===== src/rtl/bnn_pkg.sv =====
// Shared constants for the BNN weight path: kernel geometry, BRAM address width,
// default read latency and the weight fetch FSM state encoding.
package bnn_pkg;

    localparam int unsigned KW         = 5;
    localparam int unsigned ADDR_W     = 10;
    localparam int unsigned RD_LAT_DEF = 1;

    typedef logic [1:0] state_t;

    localparam state_t S_IDLE  = 2'd0;
    localparam state_t S_ISSUE = 2'd1;
    localparam state_t S_DRAIN = 2'd2;
    localparam state_t S_HOLD  = 2'd3;

    // Column counter must reach KW after the final issue cycle.
    function automatic int unsigned cnt_width(input int unsigned kw);
        return $clog2(kw + 1);
    endfunction

endpackage


===== src/rtl/rd_lat_pipe.sv =====
// RD_LAT-stage 1-bit delay line. It realigns the BRAM read enable with returning data.
// The flush input empties the line so that an aborted fetch produces no late shift pulses.
module rd_lat_pipe #(
    parameter int unsigned RD_LAT = 1
) (
    input  logic clk,
    input  logic rst_n,
    input  logic flush_i,
    input  logic din_i,
    output logic load_o,
    output logic pending_c_o
);

    // Every stage except the output stage; a set bit means more pulses are still coming.
    localparam logic [RD_LAT-1:0] EARLY_MASK = {RD_LAT{1'b1}} >> 1;

    logic [RD_LAT-1:0] pipe_q;
    logic [RD_LAT-1:0] pipe_d;

    // Shift toward the MSB, or clear the whole line on flush.
    always_comb begin
        pipe_d = (pipe_q << 1) | RD_LAT'(din_i);
        if (flush_i) begin
            pipe_d = '0;
        end
    end

    // Delay line storage.
    always_ff @(posedge clk or negedge rst_n) begin
        if (!rst_n) begin
            pipe_q <= '0;
        end else begin
            pipe_q <= pipe_d;
        end
    end

    assign load_o      = pipe_q[RD_LAT-1];
    assign pending_c_o = |(pipe_q & EARLY_MASK);

endmodule


===== src/rtl/weight_bram_reader.sv =====
// Fetch-side master for the weight preload shift register. It reads KW consecutive
// BRAM columns from a base address and emits one preload shift per returned column.
// It then holds weight_valid until the ALU consumes the kernel.
module weight_bram_reader
    import bnn_pkg::*;
#(
    parameter int unsigned ADDR_W = bnn_pkg::ADDR_W,
    parameter int unsigned KW     = bnn_pkg::KW,
    parameter int unsigned RD_LAT = RD_LAT_DEF
) (
    input  logic              clk,
    input  logic              rst_n,
    input  logic              start,
    input  logic [ADDR_W-1:0] base_addr,
    input  logic              clear,
    output logic              bram_en,
    output logic [ADDR_W-1:0] bram_addr,
    output logic              load_weight_preload,
    output logic              weight_valid,
    input  logic              weight_consume,
    output logic              busy,
    output logic              start_err
);

    localparam int unsigned CNT_W = cnt_width(KW);

    state_t            state_q, state_d;
    logic [CNT_W-1:0]  cnt_q, cnt_d;
    logic [ADDR_W-1:0] base_q, base_d;
    logic [ADDR_W-1:0] addr_q, addr_d;
    logic              en_q, en_d;
    logic              valid_q, valid_d;
    logic              busy_q, busy_d;
    logic              err_q, err_d;
    logic              load;
    logic              pending;
    logic              last_col;

    assign last_col = (cnt_q == CNT_W'(KW - 1));

    // Read enable delayed by the BRAM latency becomes the preload shift enable.
    rd_lat_pipe #(
        .RD_LAT (RD_LAT)
    ) u_rd_lat_pipe (
        .clk         (clk),
        .rst_n       (rst_n),
        .flush_i     (clear),
        .din_i       (en_q),
        .load_o      (load),
        .pending_c_o (pending)
    );

    // FSM state register.
    always_ff @(posedge clk or negedge rst_n) begin
        if (!rst_n) begin
            state_q <= S_IDLE;
        end else begin
            state_q <= state_d;
        end
    end

    // Next state: clear overrides every other request.
    always_comb begin
        state_d = state_q;
        if (clear) begin
            state_d = S_IDLE;
        end else begin
            case (state_q)
                S_IDLE:  if (start)             state_d = S_ISSUE;
                S_ISSUE: if (last_col)          state_d = S_DRAIN;
                S_DRAIN: if (load && !pending)  state_d = S_HOLD;
                S_HOLD:  if (weight_consume)    state_d = S_IDLE;
                default:                        state_d = S_IDLE;
            endcase
        end
    end

    // Next output/datapath values. Outputs are decoded from the next state so they register in step with it.
    always_comb begin
        cnt_d   = cnt_q;
        base_d  = base_q;
        addr_d  = addr_q;
        en_d    = (state_d == S_ISSUE);
        valid_d = (state_d == S_HOLD);
        busy_d  = (state_d != S_IDLE);
        err_d   = start && (state_q != S_IDLE) && !clear;
        if (!clear) begin
            case (state_q)
                S_IDLE: begin
                    if (start) begin
                        base_d = base_addr;
                        cnt_d  = '0;
                        addr_d = base_addr;
                    end
                end
                S_ISSUE: begin
                    cnt_d = cnt_q + CNT_W'(1);
                    if (!last_col) begin
                        addr_d = base_q + ADDR_W'(cnt_q) + ADDR_W'(1);
                    end
                end
                default: ;
            endcase
        end
    end

    // Output and datapath registers.
    always_ff @(posedge clk or negedge rst_n) begin
        if (!rst_n) begin
            cnt_q   <= '0;
            base_q  <= '0;
            addr_q  <= '0;
            en_q    <= 1'b0;
            valid_q <= 1'b0;
            busy_q  <= 1'b0;
            err_q   <= 1'b0;
        end else begin
            cnt_q   <= cnt_d;
            base_q  <= base_d;
            addr_q  <= addr_d;
            en_q    <= en_d;
            valid_q <= valid_d;
            busy_q  <= busy_d;
            err_q   <= err_d;
        end
    end

    assign bram_en             = en_q;
    assign bram_addr           = addr_q;
    assign load_weight_preload = load;
    assign weight_valid        = valid_q;
    assign busy                = busy_q;
    assign start_err           = err_q;

endmodule


===== config.mk =====
export PLATFORM = sky130hd
export DESIGN_NAME = weight_bram_reader
export DESIGN_NICKNAME = d
export VERILOG_FILES = /design/src/rtl/bnn_pkg.sv /design/src/rtl/rd_lat_pipe.sv /design/src/rtl/weight_bram_reader.sv
export SDC_FILE = /design/constraint.sdc
export NUM_CORES = 1
export LEC_CHECK = 0
export ABC_AREA = 1
export CORE_UTILIZATION = 50
export DETAILED_ROUTE_END_ITERATION = 12
export PLACE_DENSITY = 0.75
export REMOVE_ABC_BUFFERS = 1
export SYNTH_ARGS = -nofsm -noshare
export SYNTH_HDL_FRONTEND = slang
export SYNTH_HIERARCHICAL = 1
export SYNTH_SLANG_ARGS = --single-unit

===== constraint.sdc =====
create_clock -name clk -period 2.1 [get_ports clk]
set_input_delay 0.315 -clock clk [delete_from_list [all_inputs] [get_ports clk]]
set_output_delay 0.315 -clock clk [all_outputs]
set_load 0.01 [all_outputs]

Word level (Yosys, flattened, before mapping)
Index checks and enable logic that the tools add are counted.
Widths: inputs -> output; s select.

storage, ports and cells
  register bits after elaboration = 30
  input port bits = 15
  output and inout bits = 15
  word-level logic and storage cells = 43

operators by class
  add/sub/neg operators = 3
  eq/ne operators = 8
  multiplexer cells = 12
  bitwise logic cells = 1
  reduce and logical (&&, ||, !) cells = 10

operators by type and width
  operator               count
  $mux 10                2
  $pmux 10 s2            1
  $add 10x1->10 const B  1
  $add 10x3->10          1
  $mux 2                 5
  $pmux 2 s4             1
  $eq 2x2->1 const B     3
  $pmux 3 s2             1
  $reduce_and 3->1       2
  $reduce_bool 2->1      3
  $eq 2x1->1 const B     2
  $ne 2x2->1 const B     2
  $reduce_and 4->1       1
  $add 3x1->3 const B    1
  $eq 3x3->1 const B     1
  $mux 3                 1
  $logic_and 1x1->1      2
  $logic_not 2->1        1
  $logic_not 1->1        1
  $mux 1                 1
  $not 1->1              1

Longest topological paths before layout
Gate-level depths: netlist (run 1).

  word-level depth = 5
  depth in mapped cells = 11
  mapped depth without buffers = 11

Hierarchy
The synthesis (run 1) kept the hierarchy.

modules (own cells, without submodules)
  module              instances  cells an instance  area an instance (um^2)  sequential area each (um^2)
  weight_bram_reader  1          199                1587.8                   725.7
  rd_lat_pipe         1          5                  46.3                     25.0

Least setup slack after synthesis (run 1)
Ideal clock, no wire load.

  path kind = flip-flop to flip-flop
  from = register cnt_q[0]
  to = register addr_q[8] (netlist: bram_addr[8])
  setup time = 116 ps
  data arrival time = 1464 ps
  data required time = 1984 ps
  slack = 519 ps
  cell stages (with the launch flop) = 11
  path buffers = 0
  period minus slack after synthesis = 1581 ps
  cells stage by stage = dfrtp_1 > inv_1 > ha_1 > inv_1 > fa_1 > nand2_1 > a21oi_1 > nand3_1 > nand3_1 > nand2_1 > nand2_1

on the way
  longest elaborated chain between the ends = 4
  elaborated cells on any way between the ends = 7
  classes of those cells = add/sub: 2; eq/ne: 2; mux: 2; reduce/logical: 1

RTL lines
  element                 RTL line                   source
  from (decl)             weight_bram_reader.sv:28   logic [CNT_W-1:0] cnt_q, cnt_d;
  from (signal assigned)  weight_bram_reader.sv:118  cnt_q <= cnt_d;
  $add 10x3->10           weight_bram_reader.sv:99   addr_d = base_q + ADDR_W'(cnt_q) + ADDR_W'(1);
  $add 10x1->10           weight_bram_reader.sv:99
  $mux 10                 weight_bram_reader.sv:98   if (!last_col) begin
  $pmux 10 s2             weight_bram_reader.sv:88   case (state_q)
  to (signal assigned)    weight_bram_reader.sv:120  addr_q <= addr_d;
  to (decl)               weight_bram_reader.sv:30   logic [ADDR_W-1:0] addr_q, addr_d;

Several ways; a longest one is shown, not always the timed one. The select of a mux whose other input is x is not followed.
A chain may end at the register's enable or synchronous reset.

Worst setup path after layout (run 1)
Same ends and word-level chain as after synthesis.

==> results.txt, run 1 <==
- The tree is rooted in a sky130_fd_sc_hd__clkbuf_4.
- The clock passes through at most 2 buffers.
- Once the floorplan was initialized, standard cells occupied ~53% of the core.
- Number of placement rows: 20
- Vias in the first global route: between 1000 and 1500
- Antenna diode count: 0
- For this run, the top clock speed supported by timing is about 0.57 GHz.
- The worst setup path is captured at a flip-flop.
- In this run the standard cell core region covers 3080 um^2.
- After clock tree synthesis, the flow added hold-fix buffers numbering 0.
* Setup Viol. Count Final: 0
- TritonCTS created 5 clock buffers.
- Overall track demand over capacity in global routing: 22.2%
* Maximum clock skew at final layout: 0.00675 ns
- Summed over all failing endpoints, the final setup total negative slack is 0 ns.
* Final Non-Filler Cells: 283
- Antenna violations before repair: 0
- Summing all placed instances gives a cell area of 1960 um^2.
- Post-route DRC: 0
- Depth of the most critical reg-to-reg path: 10
- Sorting the synthesized cells by how often they occur yields 47 x sky130_fd_sc_hd__nand2_1, 30 x sky130_fd_sc_hd__dfrtp_1, 25 x sky130_fd_sc_hd__nor2_1.
* Flip-flop and latch count after synthesis: 30
- Average wire per cell in the routed design: 11.4 um
- The clock tree synthesis step divided the H-tree into 2 levels.
- Leakage power of the design: slightly above 1 nW
- The filler cells instantiated in the layout total 270.
- Number of flops mapped to enable cells by yosys: 0
- Setup Slack @ Placement: 0.339 ns
* Worst vdd ir: 0.392 mV
- Clk sink count: 30
* Seq/Total Area, Yosys: a little under half
- Clock latency reported for the late side of the worst-skew pair: 0.33 ns
* Status: finished, final reports clean
- In the final layout, the share of cells above drive strength 1 is between 10% and 20%.
- The worst setup path is launched from a flip-flop.
* Iter 0 DRT Violations: 32
- After detailed routing, the total wire length is between 3000 and 4000 um.
- The Yosys step of the flow raised 6 warnings.
- Fin crit share: 83.0%
* Post-Syn Area per Cell: 8.01 um^2
* Post-cts gate resize count: 0
* Largest fanout on the critical path: 4
- Area growth, synth to finish: 24.5%
* Destination of the worst register-to-register timing path: bram_addr[8]$_DFFE_PN0P_
* Startpoint of the lowest-slack register-to-register path: cnt_q[0]$_DFFE_PN0P_
* TritonCTS clock tree: yes
* Clock-pin slew on the worst setup and hold paths: around 0.090 ns
* Final min period: 1.74 ns
* Data required time at the worst endpoint: approximately 2.3 ns
- For this design the ratio of total power to cell area is 837 nW/um^2.
- Of all cell types, the one taking the most synthesized area is sky130_fd_sc_hd__dfrtp_1.
- The first detailed-routing pass ran for 4 iterations.
- Setup repair after global routing missed its margin: no
- Most used flip-flop cell after synthesis: sky130_fd_sc_hd__dfrtp_1
* Net total in the final layout: 259
- Number of pins with negative max-slew slack in the final report: 0
* R2r setup slk: 0.36 ns
- After clock tree synthesis, the setup repair step added 0 buffers.
- Total I/O pin count: 30
- Count of different cell masters after synthesis: 27
- Counting flops with an async set or reset pin after synthesis yields a share of 100%.
* Cell total after placement: 275
* Most area-consuming cells after synthesis: sky130_fd_sc_hd__dfrtp_1 46%, sky130_fd_sc_hd__nand2_1 11%, sky130_fd_sc_hd__nand3_1 6.4%
* Count leader, synth: sky130_fd_sc_hd__nand2_1
- Area fraction of the dominant cell type after synthesis: between 40% and 50%
- Vias after detailed routing: 1351
- The final hold violation count is 0.
- Summed instance area of the synthesized netlist: 1630 um^2
- In this run the tool buffered the top-level ports with 29 buffer cells.
* CP arrival: 1.98 ns
- Final RePlAce weighted congestion: a little over 0.8
- Start-to-end type of the worst setup path: reg2reg
- Max-capacitance violation count: 0
* Fin worst setup slack: 0.358 ns
* Final core utilization: 66.1%
- The cell count after synthesis came out at slightly above 200.
- In this run the remaining antenna-violating nets after routing total 0.
- Aggregate global routing overflow: 0
* Pin count of the biggest net entering global routing: 31
- Total half-perimeter wirelength after legalization and detailed placement: 2350 um
- Using the TritonRoute via totals, the vias-per-cell ratio works out to ~4.8.
- The path class of the tightest hold or removal check is in2async.
- Die span in x: 59.2 um
- Global-route wire length before repair: between 5000 and 6000 um
- The die covers 3500 um^2.
- Vert. Die Dim: 59.2 um
- Finished layout cell area: between 2000 and 2500 um^2
==> critical path, cell delays in order, from the launching register on <==
cell and delay (ns):
sky130_fd_sc_hd__dfrtp_1 0.39, sky130_fd_sc_hd__inv_1 0.12, sky130_fd_sc_hd__ha_1 0.16, sky130_fd_sc_hd__inv_1 0.07, sky130_fd_sc_hd__fa_1 0.40, sky130_fd_sc_hd__nand2_1 0.10, sky130_fd_sc_hd__a21oi_1 0.11, sky130_fd_sc_hd__nand3_1 0.09
sky130_fd_sc_hd__nand3_1 0.07, sky130_fd_sc_hd__nand2_1 0.09, sky130_fd_sc_hd__nand2_1 0.05
==> worst max path at each step <==
stage | from | endpoint | slack (ns)
2_1_floorplan | cnt_q[0]$_DFFE_PN0P_ | bram_addr[8]$_DFFE_PN0P_ | 0.51
3_3_place_gp | clear | bram_addr[7]$_DFFE_PN0P_ | 0.37
3_5_place_dp | clear | bram_addr[8]$_DFFE_PN0P_ | 0.34
4_1_cts | cnt_q[0]$_DFFE_PN0P_ | bram_addr[8]$_DFFE_PN0P_ | 0.34
5_1_grt | cnt_q[0]$_DFFE_PN0P_ | bram_addr[8]$_DFFE_PN0P_ | 0.13
6_report | cnt_q[0]$_DFFE_PN0P_ | bram_addr[8]$_DFFE_PN0P_ | 0.36
==> metal layers <==
layer	GRT usage [%]	wire length (um)
met5	0	0
met2	33.8	1450
met4	9.18	62
met1	29.3	1610
met3	7.21	109
==> layout by cell type (no fill, tap or decap) <==
master	count
sky130_fd_sc_hd__nand2_2	9
sky130_fd_sc_hd__o211ai_2	1
sky130_fd_sc_hd__nand2_4	1
sky130_fd_sc_hd__nor3_1	1
sky130_fd_sc_hd__nand3_1	21
sky130_fd_sc_hd__a21oi_1	11
sky130_fd_sc_hd__inv_1	23
sky130_fd_sc_hd__fa_1	1
sky130_fd_sc_hd__nand4_1	1
sky130_fd_sc_hd__nand2_1	47
sky130_fd_sc_hd__mux2_2	1
sky130_fd_sc_hd__nand3_2	2
sky130_fd_sc_hd__o31ai_1	1
sky130_fd_sc_hd__o211ai_1	3
sky130_fd_sc_hd__nor2_2	3
sky130_fd_sc_hd__xnor2_1	2
sky130_fd_sc_hd__nor2_1	25
sky130_fd_sc_hd__clkbuf_8	3
sky130_fd_sc_hd__clkbuf_4	5
sky130_fd_sc_hd__inv_2	4
sky130_fd_sc_hd__o21ai_0	3
sky130_fd_sc_hd__clkdlybuf4s50_1	29
sky130_fd_sc_hd__buf_4	3
sky130_fd_sc_hd__o21ai_1	3
sky130_fd_sc_hd__conb_1	1
sky130_fd_sc_hd__dfrtp_1	30
sky130_fd_sc_hd__ha_1	5
==> registers in the layout, indices dropped and copies added, names as in the netlist <==
| name | flops |
|---|---|
| busy | 1 |
| weight_valid | 1 |
| bram_en | 1 |
| start_err | 1 |
| u_rd_lat_pipe/load_o | 1 |
| state_q | 2 |
| base_q | 10 |
| bram_addr | 10 |
| cnt_q | 3 |
==> report_power, final <==
part           internal [mW]  switching, mW  leakage, nW
combinational          0.243          0.277        0.604
clock                  0.229          0.199       0.0446
sequential             0.673         0.0820        0.366
==> logic make-up (layout without fill, tap and decap cells) <==
kind of cell	Yosys count	after routing	share of synthesized area, %
flops	30	30	45.9
buf+inv	32	67	9.03
simple gates	110	110	30.2
xor+xnor	2	2	1.07
mux	1	1	0.689
fa+ha+maj	6	6	5.05
compound gates	22	22	7.81
other cells	1	1	0.229
==> layout make-up <==
type,instances,area (um^2),area share [%]
well taps,44,55.1,2.71
clock buffers,8,78.8,3.87
multi-input cells,142,736,36.2
inverters,27,101,4.98
repair buffers,32,313,15.4
flip-flops and latches,30,751,36.9
==> stage by stage <==
| step | hold WS, ns | total power, mW |
|---|---|---|
| finish | 0.363 | 1.70 |
| global route | 0.383 | 1.83 |
| CTS | 0.370 | 1.72 |
| detailed placement | 0.474 | 1.29 |
| global placement | 0.471 | 1.27 |
| floorplan | 0.0194 | 1.06 |
No activity file was read; power rests on OpenSTA's default activity.
==> inputs of run 2 (changes only) <==
==> constraint.sdc (replaced) <==
create_clock -name clk -period 1.75 [get_ports clk]
set_input_delay 0.2625 -clock clk [delete_from_list [all_inputs] [get_ports clk]]
set_output_delay 0.2625 -clock clk [all_outputs]
set_load 0.01 [all_outputs]
==> run 2 against run 1 <==
Compared with the run above:
- worst setup slack got worse by 0.21 ns
- critical path depth increased by 1
- register-to-register slack got worse by 0.21 ns
- core utilization increased by 1.2 points
- clock power increased by 21%
- combinational power increased by 24%
- sequential cell count unchanged
- power increased by 22%
- critical path type unchanged
==> results.txt, run 2 (synthesis gave the netlist of run 1 again) <==
* Placeable Area: 3080 um^2 (unchanged)
- Switching share of power: 32.8% (+0.054 points)
* Fin crit share: 91.5% (+8.5 points)
- The number of nets at the end of the flow was 262 (+1.2%).
- By startpoint and endpoint, the worst setup path is classified as reg2reg.
* Count of antenna-violating nets left after detailed routing: 0 (unchanged)
- Antenna violations before repair: 0 (unchanged)
* Vert. Die Dim: 59.2 um (unchanged)
* Final RePlAce weighted congestion: 0.835 (+2.3%)
- The count of boundary I/O pins is 30 (unchanged).
- TritonCTS clock tree: yes
- Final Non-Filler Cells: 286 (+1.1%)
* Clk sink count: 30 (unchanged)
- Dominant cell type by count on the critical path: sky130_fd_sc_hd__nand2_1
- The required time of the critical path was 1.99 ns (-0.35 ns).
* H-tree depth: 2 (unchanged)
- Psw: 679 uW (+22%)
* Part of the power in the clock network: 25.0% (about the same)
- Worst Hold Margin: 0.305 ns (-0.0571 ns)
- Setup tns final: 0 ns (unchanged)
- The final critical path time including I/O delays and setup is 1.60 ns (-0.141 ns).
- Combinational share of power: 31.2% (+0.6 points)
- Maximum clock skew at final layout: 0.00301 ns (-0.00375 ns)
- The number of core rows is 20 (unchanged).
- The min-delay analysis places its worst path in the category in2async.
- Post-CTS setup buffer count: 0 (unchanged)
* Startpoint of the lowest-slack register-to-register path: cnt_q[0]$_DFFE_PN0P_
- The arrival time of data at the critical path endpoint is 1.84 ns (-0.14 ns).
- The clock latency of the later-clocked register in the worst-skew pair came to 0.34 ns (about the same).
* Finished layout cell area: 2070 um^2 (+1.8%)
- Destination of the worst register-to-register timing path: bram_addr[8]$_DFFE_PN0P_
- Worst vdd ir: 0.477 mV (+22%)
- The setup slack on the worst flop-to-flop path came to 0.15 ns (-0.21 ns).
- Aggregate global routing overflow: 0 (unchanged)
* Iter 0 DRT Violations: 68 (+110%)
- CP Capture Type: flip-flop
- The detailed-route wire length came to 3220 um (-0.25%).
- Cell total after placement: 278 (+1.1%)
- Area growth, synth to finish: 26.7%
- Cell chain of the critical path: inv_1 -> ha_1 -> inv_1 -> fa_2 -> nand2_2 -> a21oi_2 -> nand2_1 -> nand2_1 -> nand3_1 -> nand2_1 -> nand2_1
- The number of port buffers was 29 (unchanged).
* Max Root-Sink Buffers: 2 (unchanged)
- The iteration count of the initial detailed-routing pass was 4 (unchanged).
* Floorplan die area: 3500 um^2 (unchanged)
* Root cell of the clock tree: sky130_fd_sc_hd__clkbuf_4
- The highest cell delay on the worst timing path was 0.36 ns (-0.04 ns).
- Pin count of the biggest net entering global routing: 31 (unchanged)
- Share of cells above drive strength 1: 16.5% (+3.1 points)
- The placed instance area was 1980 um^2 (+1.2%).
- The ratio of routed vias to standard cells was 4.73 (-0.90%).
- The worst reg-to-reg path cell count came to 11 (+1).
* Internal power of the cells: 1.39 mW (+22%)
- The final hold violation count is 0 (unchanged).
- The reported max-cap violation count is 0 (unchanged).
* Vias after detailed routing: 1353 (+0.15%)
- Total chip power: 2.07 mW (+22%)
- Setup Viol. Count Final: 0 (unchanged)
- Clock-pin slew on the worst setup and hold paths: 0.09 ns (about the same)
- The half-perimeter wire length of the detailed placement result came to 2200 um (-6.3%).
- The leakage power total is 1.03 nW (+1.1%).
- The via count of the first global-routing pass was 1293 (-0.84%).
- Post-route DRC: 0 (unchanged)
- The antenna diode count is 0 (unchanged).
- Cell with the largest stage delay on the worst path: sky130_fd_sc_hd__dfrtp_1
* Average wire per cell in the routed design: 11.3 um (-1.3%)
* Commonest non-fill, non-tap cell in the layout: sky130_fd_sc_hd__nand2_1
- The overall die width was 59.2 um (unchanged).
- The overall routing resource usage was 21.6% (-0.65 points).
* Largest fanout on the critical path: 4 (unchanged)
* Number of pins with negative max-slew slack in the final report: 0 (unchanged)
- STA classifies the critical path startpoint as a flip-flop.
- Status: finished, final reports clean
* Sequential power share: 43.8% (-0.5 points)
- Global-route wire length before repair: 5560 um (-0.98%)
* Power per cell area: 1000 nW/um^2 (+19%)
- Peak Freq: 0.625 GHz (+8.8%)
* Total clock buffers created by CTS: 5 (unchanged)
- The initial core utilization came to 53.1% (unchanged).
- Leading cell types in the layout, fill and taps excluded: 45 x sky130_fd_sc_hd__nand2_1, 30 x sky130_fd_sc_hd__dfrtp_1, 29 x sky130_fd_sc_hd__clkdlybuf4s50_1
-- run 2: cell count changes in the layout (fill, tap and decap cells not counted), sizes merged --
cell,delta
buf,+3
-- run 2: power groups by stage --
stage | clock, mW | sequential (mW) | combinational, mW
global placement | 0 | 0.917 | 0.617
CTS | 0.536 | 0.905 | 0.629
detailed placement | 0 | 0.917 | 0.625
finish | 0.517 | 0.906 | 0.647
global route | 0.557 | 0.923 | 0.732
floorplan | 0 | 0.929 | 0.346
-- run 2: area by class of cell --
class	count	area, um^2
Tap cell	44	55.1
Timing Repair Buffer	35	335
Sequential cell	30	751
Multi-Input combinational cell	142	749
Fill cell	258	1010
Clock buffer	8	78.8
Inverter	27	101
-- run 2: what timing repair did --
action | 4_1_cts | 5_1_grt
setup endpoints to repair | 0 | 7
hold buffers | 0 | 0
resized for setup | 0 | 5
endpoints found under the hold margin | 0 | 0
-- run 2: worst max path at each step --
| stage | end | slack (ns) | startpoint |
|---|---|---|---|
| floorplan | bram_addr[8]$_DFFE_PN0P_ | 0.16 | cnt_q[0]$_DFFE_PN0P_ |
| global placement | bram_addr[8]$_DFFE_PN0P_ | 0.15 | cnt_q[0]$_DFFE_PN0P_ |
| detailed placement | bram_addr[8]$_DFFE_PN0P_ | 0.10 | cnt_q[0]$_DFFE_PN0P_ |
| CTS | bram_addr[8]$_DFFE_PN0P_ | 0.08 | cnt_q[0]$_DFFE_PN0P_ |
| global route | bram_addr[8]$_DFFE_PN0P_ | -0.001 | cnt_q[0]$_DFFE_PN0P_ |
| finish | bram_addr[8]$_DFFE_PN0P_ | 0.15 | cnt_q[0]$_DFFE_PN0P_ |
-- run 2: worst max-delay path: cells and delay by family, from the launching register on --
family          cells  cell delay, ns
compound gates      1            0.18
simple gates        6            0.39
flops               1            0.36
fa+ha+maj           2            0.41
buf+inv             2            0.16
-- run 2: layer usage --
metal  GRT usage, %  vias to the layer above  wire [um]
li1               -                      718          -
met1           29.0                      598       1580
met2           31.8                       31       1420
met3           6.11                        6        156
met4           10.9                        0         59
met5              0                        -          0
-- run 2: stage by stage --
| step | worst slack (ns) | util, % |
|---|---|---|
| 4_1_cts | 0.0792 | 66.8 |
| 2_1_floorplan | 0.158 | - |
| 3_3_place_gp | 0.145 | 64.3 |
| 3_5_place_dp | 0.103 | 64.3 |
| 6_report | 0.149 | 67.3 |
| 5_1_grt | -0.00106 | 67.3 |
==> inputs of run 3 (changes only) <==
--- a/config.mk
+++ b/config.mk
@@ -8,6 +8,7 @@
 export ABC_AREA = 1
 export CORE_UTILIZATION = 50
 export DETAILED_ROUTE_END_ITERATION = 12
+export GPL_TIMING_DRIVEN = 1
 export PLACE_DENSITY = 0.75
 export REMOVE_ABC_BUFFERS = 1
 export SYNTH_ARGS = -nofsm -noshare
==> results of run 3 <==
The final DEF is identical to that of run 2; final timing and power are the same.
